$ cat src/rtl/row_frame_assembler_if.sv
`default_nettype none
// ============================================================================
// Module      : row_frame_assembler_if
// Description : Host byte stream (valid/ready) plus row-data write port of
//               the LED panel row frame assembler.
// Revision    : 1.0 - initial release
// ============================================================================
interface row_frame_assembler_if;
  logic [7:0]   in_data;
  logic         in_valid;
  logic         in_ready;
  logic [383:0] row_data;
  logic [3:0]   row_data_row_addr;
  logic [1:0]   row_data_panel_addr;
  logic         row_data_write_enable;

  // Host / controller side
  modport master (
    output in_data, in_valid,
    input  in_ready, row_data, row_data_row_addr, row_data_panel_addr,
           row_data_write_enable
  );

  // Assembler side
  modport slave (
    input  in_data, in_valid,
    output in_ready, row_data, row_data_row_addr, row_data_panel_addr,
           row_data_write_enable
  );
endinterface
`default_nettype wire

$ cat src/rtl/row_frame_assembler.sv
`default_nettype none
// ============================================================================
// Module      : row_frame_assembler
// Description : Frames a host byte stream into header + 48 data bytes +
//               XOR checksum, and commits each good 384-bit row to the
//               LED panel controller with a one-cycle write strobe.
//               Bad-checksum and stalled frames are dropped and counted.
// Revision    : 1.0 - initial release
// ============================================================================
module row_frame_assembler #(
  parameter int TIMEOUT_CYCLES = 50000
) (
  input  logic                 clk,
  input  logic                 reset_n,
  row_frame_assembler_if.slave bus,
  output logic                 busy,
  output logic [7:0]           frame_err_count
);

  localparam int              TMO_W    = $clog2(TIMEOUT_CYCLES);
  localparam logic [TMO_W-1:0] TMO_LAST = TMO_W'(TIMEOUT_CYCLES - 1);
  localparam logic [5:0]      LAST_IDX = 6'd47;

  typedef enum logic [1:0] {
    ST_IDLE   = 2'd0,
    ST_DATA   = 2'd1,
    ST_CHECK  = 2'd2,
    ST_COMMIT = 2'd3
  } state_t;

  state_t            r_state;
  state_t            w_state_nxt;
  logic [47:0][7:0]  r_buf;
  logic [5:0]        r_idx;
  logic [7:0]        r_xor;
  logic [TMO_W-1:0]  r_tmo;
  logic [1:0]        r_panel;
  logic [3:0]        r_row;
  logic [383:0]      r_row_data;
  logic [3:0]        r_out_row;
  logic [1:0]        r_out_panel;
  logic              r_we;
  logic [7:0]        r_err_cnt;

  logic              w_ready;
  logic              w_accept;
  logic              w_header;
  logic              w_tmo_hit;
  logic              w_commit;
  logic              w_err;

  assign w_ready   = (r_state != ST_COMMIT);
  assign w_accept  = bus.in_valid & w_ready;
  assign w_header  = (bus.in_data[7:6] == 2'b10);
  assign w_tmo_hit = (r_tmo == TMO_LAST);
  assign w_commit  = (r_state == ST_COMMIT);

  // State register
  always_ff @(posedge clk or negedge reset_n) begin
    if (!reset_n) r_state <= ST_IDLE;
    else          r_state <= w_state_nxt;
  end

  // Next-state and error-detect decode; an accepted byte always beats timeout
  always_comb begin
    w_state_nxt = r_state;
    w_err       = 1'b0;
    case (r_state)
      ST_IDLE: begin
        if (w_accept && w_header) w_state_nxt = ST_DATA;
      end
      ST_DATA: begin
        if (w_accept) begin
          if (r_idx == LAST_IDX) w_state_nxt = ST_CHECK;
        end else if (w_tmo_hit) begin
          w_state_nxt = ST_IDLE;
          w_err       = 1'b1;
        end
      end
      ST_CHECK: begin
        if (w_accept) begin
          if (bus.in_data == r_xor) begin
            w_state_nxt = ST_COMMIT;
          end else begin
            w_state_nxt = ST_IDLE;
            w_err       = 1'b1;
          end
        end else if (w_tmo_hit) begin
          w_state_nxt = ST_IDLE;
          w_err       = 1'b1;
        end
      end
      default: w_state_nxt = ST_IDLE;
    endcase
  end

  // Frame capture: header addresses, shift buffer, byte index, running XOR
  always_ff @(posedge clk or negedge reset_n) begin
    if (!reset_n) begin
      r_buf   <= '0;
      r_idx   <= '0;
      r_xor   <= '0;
      r_panel <= '0;
      r_row   <= '0;
    end else begin
      case (r_state)
        ST_IDLE: begin
          if (w_accept && w_header) begin
            r_panel <= bus.in_data[5:4];
            r_row   <= bus.in_data[3:0];
            r_xor   <= bus.in_data;
            r_idx   <= '0;
          end
        end
        ST_DATA: begin
          if (w_accept) begin
            r_buf[r_idx] <= bus.in_data;
            r_xor        <= r_xor ^ bus.in_data;
            r_idx        <= r_idx + 6'd1;
          end
        end
        default: ;
      endcase
    end
  end

  // Inter-byte idle counter, live only while a frame is open
  always_ff @(posedge clk or negedge reset_n) begin
    if (!reset_n)                                  r_tmo <= '0;
    else if (r_state == ST_DATA || r_state == ST_CHECK)
      r_tmo <= w_accept ? '0 : r_tmo + TMO_W'(1);
    else                                           r_tmo <= '0;
  end

  // Output row registers and commit strobe, updated only on COMMIT
  always_ff @(posedge clk or negedge reset_n) begin
    if (!reset_n) begin
      r_we        <= 1'b0;
      r_row_data  <= '0;
      r_out_row   <= '0;
      r_out_panel <= '0;
    end else begin
      r_we <= w_commit;
      if (w_commit) begin
        r_row_data  <= r_buf;
        r_out_row   <= r_row;
        r_out_panel <= r_panel;
      end
    end
  end

  // Saturating dropped-frame counter
  always_ff @(posedge clk or negedge reset_n) begin
    if (!reset_n)                         r_err_cnt <= '0;
    else if (w_err && r_err_cnt != 8'hFF) r_err_cnt <= r_err_cnt + 8'd1;
  end

  assign bus.in_ready              = w_ready;
  assign bus.row_data              = r_row_data;
  assign bus.row_data_row_addr     = r_out_row;
  assign bus.row_data_panel_addr   = r_out_panel;
  assign bus.row_data_write_enable = r_we;
  assign busy                      = (r_state != ST_IDLE);
  assign frame_err_count           = r_err_cnt;

endmodule
`default_nettype wire

$ cat src/flat_wrapper.sv
// flat-port wrapper written by rule: the top's interface ports become plain ports
module row_frame_assembler_flat 
#(
  parameter int TIMEOUT_CYCLES = 50000
)
  (clk, reset_n, busy, frame_err_count, bus_in_data, bus_in_valid, bus_in_ready, bus_row_data, bus_row_data_row_addr, bus_row_data_panel_addr, bus_row_data_write_enable);
  row_frame_assembler_if bus_i ();
  input  logic clk;
  input  logic reset_n;
  output logic busy;
  output logic [7:0] frame_err_count;
  input wire logic [$bits(bus_i.in_data)-1:0] bus_in_data;
  input wire logic [$bits(bus_i.in_valid)-1:0] bus_in_valid;
  output wire logic [$bits(bus_i.in_ready)-1:0] bus_in_ready;
  output wire logic [$bits(bus_i.row_data)-1:0] bus_row_data;
  output wire logic [$bits(bus_i.row_data_row_addr)-1:0] bus_row_data_row_addr;
  output wire logic [$bits(bus_i.row_data_panel_addr)-1:0] bus_row_data_panel_addr;
  output wire logic [$bits(bus_i.row_data_write_enable)-1:0] bus_row_data_write_enable;
  assign bus_i.in_data = bus_in_data;
  assign bus_i.in_valid = bus_in_valid;
  assign bus_in_ready = bus_i.in_ready;
  assign bus_row_data = bus_i.row_data;
  assign bus_row_data_row_addr = bus_i.row_data_row_addr;
  assign bus_row_data_panel_addr = bus_i.row_data_panel_addr;
  assign bus_row_data_write_enable = bus_i.row_data_write_enable;
  row_frame_assembler #(.TIMEOUT_CYCLES(TIMEOUT_CYCLES)) u_core (.clk(clk), .reset_n(reset_n), .bus(bus_i), .busy(busy), .frame_err_count(frame_err_count));
endmodule
$ cat config.mk
export PLATFORM = sky130hd
export DESIGN_NAME = row_frame_assembler_flat
export DESIGN_NICKNAME = d
export VERILOG_FILES = /design/src/rtl/row_frame_assembler_if.sv /design/src/rtl/row_frame_assembler.sv /design/src/flat_wrapper.sv
export SDC_FILE = /design/constraint.sdc
export NUM_CORES = 1
export LEC_CHECK = 0
export CORE_MARGIN = 5
export CORE_UTILIZATION = 25
export DETAILED_ROUTE_END_ITERATION = 8
export REMOVE_ABC_BUFFERS = 1
export SETUP_SLACK_MARGIN = 0.4
export SYNTH_ARGS = -nofsm -noshare
export SYNTH_HDL_FRONTEND = slang
export SYNTH_SLANG_ARGS = --single-unit
$ cat constraint.sdc
create_clock -name clk -period 3.94 [get_ports clk]
set_clock_uncertainty 0.05 [all_clocks]
set_input_delay 0.985 -clock clk [delete_from_list [all_inputs] [get_ports clk]]
set_output_delay 0.985 -clock clk [all_outputs]
set_load 0.03 [all_outputs]
==> impl_results.md, run 1 <==
- RSZ-0062 raised after global routing: false
- Vias in the first global route: 18710
- Clock sinks: 821
- Clock root cell: clkbuf_16
- # fillers: 12210
- IO Pins: 412
- Adder-Cell Fraction of Synth Area: 0.2804%
- Final net count: 2421
- Largest net degree at the start of global routing: 147
- Non-Filler Instances: 4107
- Syn. warnings: 0
- XOR/XNOR share of the synthesized area: 1.010%
- Share of cells above drive strength 1: 41.20%
- Hold Crit Class: input pin to asynchronous set/reset pin
- Port Buf Inserts: 411
- Starting DRC count in detailed routing: 896
- Initial Util: 25.19%
- Seq/Total Area, Yosys: 65.79%
- Status: completed
- Complex-gate fraction of the synthesized area: 0.4287%
- PD cells: 532.6 mW/mm^2
- Synth-to-Final Area Change: 29.70%
- Simple-Gate Fraction of Synth Area: 2.941%
- Actual slew at the worst max-slew pin: 1.058 ns
- Mux contribution to synthesized area: 28.23%
- EDFF count, synth: 0
- Synth unique cells: 45
- Crit share post-route: 85.54%
- Via density: 4.271
- Ys flop type: dfrtp_1
- Placed Instances: 3947
- R2r startpoint: u_core.r_state[1]$_DFFE_PN0P_
- DP Wirelength: 57.30 mm
- CORE AREA: 0.1240 mm^2
- Crit path DAT: 2.34 ns
- Critical path endpoint category: primary output
- First-pass GRT wire length: 129.4 mm
- CTS Buf Count: 91
- Initial antenna violation count: 8
- Worst vdd ir: 351.7 uV
- Final WL: 87.60 mm
- Post-Synthesis Cells: 1948
- Ys async rst share: 100.0%
- Setup Viol. Count Final: 0
- Max Cap Viol: 0
- WS Path Type: flip-flop to primary output
- Most frequent cells in the layout: dfrtp_1, mux2_2, clkdlybuf4s50_1
- Mean Syn Cell Area: 16.03 um^2
- Clock latency on the worst-skew pair: 0.66 ns
- Die Y: 363.4 um
- Fin. max-slew vios: 0
- Postcts setup bufs: 0
- GPL Wtd Cong: 0.7174
- Htree depth: 3
- Die W: 363.4 um
- Required time of the critical path: 2.90 ns
- Clock slew at reported path FFs: 0.06 ns
- Remaining antenna violation count: 0
- Number of synthesized register bits: 821
- Hold Vio Cnt, Final: 0
- Max Fclk: 296.7 MHz
- Setup crit start kind: flip-flop
- Lkg Pwr: 0.01917 uW
- Drc violations: 0
- FP Rows: 129
- Wire per inst: 21.33 um
- Synth Cell Area: 0.03123 mm^2
- Max_slew headroom: 29.49%
- Min Clock Period, post-route: 3.370 ns
- CTS tree: yes
- Tot GR Track Use: 13.12%
- Commonest non-fill, non-tap cell in the layout: dfrtp_1
- Largest family of logic cells by synthesized area: multiplexers
- Die Area: 0.1321 mm^2
- Maximum root-to-sink buffer count: 3
- GRT overflow: 0
- Routed vias: 17540
- Drt pass-1 iters: 4
- TNS Setup: 0 ns
- Worst-path maximum fanout: 29
- CP startpoint: u_core.r_state[1]$_DFFE_PN0P_
-- kinds of logic after synthesis --
group,count (synthesis)
xor gates and xnor gates,36
muxes,783
buffers and inverters,107
and+or+nand+nor,172
AOI/OAI and AO/OA,22
adders and majority gates,7
DFF,821
-- synth_stat cells, drive strengths merged (2+ instances only) --
| cell type | instances | area (um^2) |
|---|---|---|
| buf | 4 | 26.27 |
| nand4 | 8 | 50.05 |
| nor4 | 3 | 33.78 |
| inv | 6 | 22.52 |
| xnor2 | 13 | 113.9 |
| and2 | 2 | 12.52 |
| o21a | 2 | 15.01 |
| or2 | 2 | 12.52 |
| ha | 7 | 87.58 |
| a21oi | 6 | 30.03 |
| mux2 | 783 | 8817 |
| nand3b | 4 | 30.03 |
| and3 | 4 | 25.02 |
| xor2 | 23 | 201.4 |
| o21ai | 8 | 40.03 |
| a31oi | 2 | 12.51 |
| dfrtp | 821 | 20540 |
| or3 | 6 | 37.54 |
| nor4b | 2 | 30.03 |
| clkbuf | 97 | 364.1 |
| nor2 | 49 | 244.0 |
| nor3 | 5 | 30.03 |
| nand2 | 63 | 236.5 |
| nor3b | 5 | 52.55 |
| nand3 | 13 | 70.07 |
-- registers in the layout (all words and copies together), names as in the netlist --
| name | count |
|---|---|
| u_core.bus.row_data_write_enable | 1 |
| u_core.r_tmo | 16 |
| u_core.frame_err_count | 8 |
| u_core.r_xor | 8 |
| u_core.r_idx | 6 |
| u_core.r_buf | 384 |
| u_core.bus.row_data | 384 |
| u_core.bus.row_data_row_addr | 4 |
| u_core.r_panel | 2 |
| u_core.r_row | 4 |
| u_core.bus.row_data_panel_addr | 2 |
| u_core.r_state | 2 |
-- layer usage --
metal	wire, um	track usage (%)	vias to the layer above
met5	7	0	-
met4	2188	3.916	2
met3	4448	2.834	131
met2	43220	21.99	357
met1	37740	17.11	9302
li1	-	-	7747
-- stage by stage --
step | instance area, um^2 | power (uW) | hold WS (ns) | worst slack, ns | util (%)
3_3_place_gp | 37530 | 13290 | 0.4214 | 0.1327 | 30.28
4_1_cts | 40490 | 21960 | 0.2443 | 0.4192 | 32.67
2_1_floorplan | 30840 | 11950 | 0.4085 | -8.543 | -
6_report | 40510 | 21570 | 0.2546 | 0.5697 | 32.68
5_1_grt | 40500 | 22530 | 0.2573 | 0.4025 | 32.67
3_5_place_dp | 37530 | 13350 | 0.4266 | 0.07212 | 30.28
-- report_power, final --
part,switching (uW),internal [uW]
Clock,3560,4900
Sequential,495,9120
Combinational,2000,1500
-- what timing repair did --
item | in CTS | in global routing
gates resized for setup | 0 | 1
endpoints found under the hold margin | 0 | 0
endpoints found under the setup margin | 0 | 1
hold buffers | 0 | 0
-- path summary, 6_finish.rpt --
kind	slack (ns)	cells after the start	end
setup / recovery	0.57	3	bus_in_ready
hold / removal	0.25	1	u_core.r_buf[375]$_DFFE_PN0P_
setup reg to reg	0.82	6	u_core.r_buf[25]$_DFFE_PN0P_
hold reg to reg	0.44	1	u_core.r_buf[202]$_DFFE_PN0P_
max in group asynchronous	2.55	2	u_core.bus.row_data[25]$_DFFE_PN0P_
min in group clk	0.44	1	u_core.r_buf[202]$_DFFE_PN0P_
-- cell type report --
type	instances	area (um^2)	area share, %
flip-flops and latches	821	20540	50.72
multi-input cells	1020	10280	25.39
repair buffers	463	4637	11.45
clock buffers	125	2555	6.308
well taps	1637	2048	5.057
clock inverters	31	402.9	0.9947
inverters	6	22.52	0.05560
diodes	4	10.01	0.02471
-- critical path, cell delays in order (launching register included) --
cell             delay (ns)
dfrtp_1                0.44
ha_4                   0.53
inv_1                  0.09
clkdlybuf4s50_1        0.61
Note: power is estimated with default switching activity, not from simulation.
==> run 2, diff against run 1 <==
--- a/config.mk
+++ b/config.mk
@@ -8,6 +8,7 @@
 export CORE_MARGIN = 5
 export CORE_UTILIZATION = 25
 export DETAILED_ROUTE_END_ITERATION = 8
+export GPL_ROUTABILITY_DRIVEN = 0
 export REMOVE_ABC_BUFFERS = 1
 export SETUP_SLACK_MARGIN = 0.4
 export SYNTH_ARGS = -nofsm -noshare
==> results of run 2 <==
The final DEF is identical to that of run 1; final timing and power are the same.
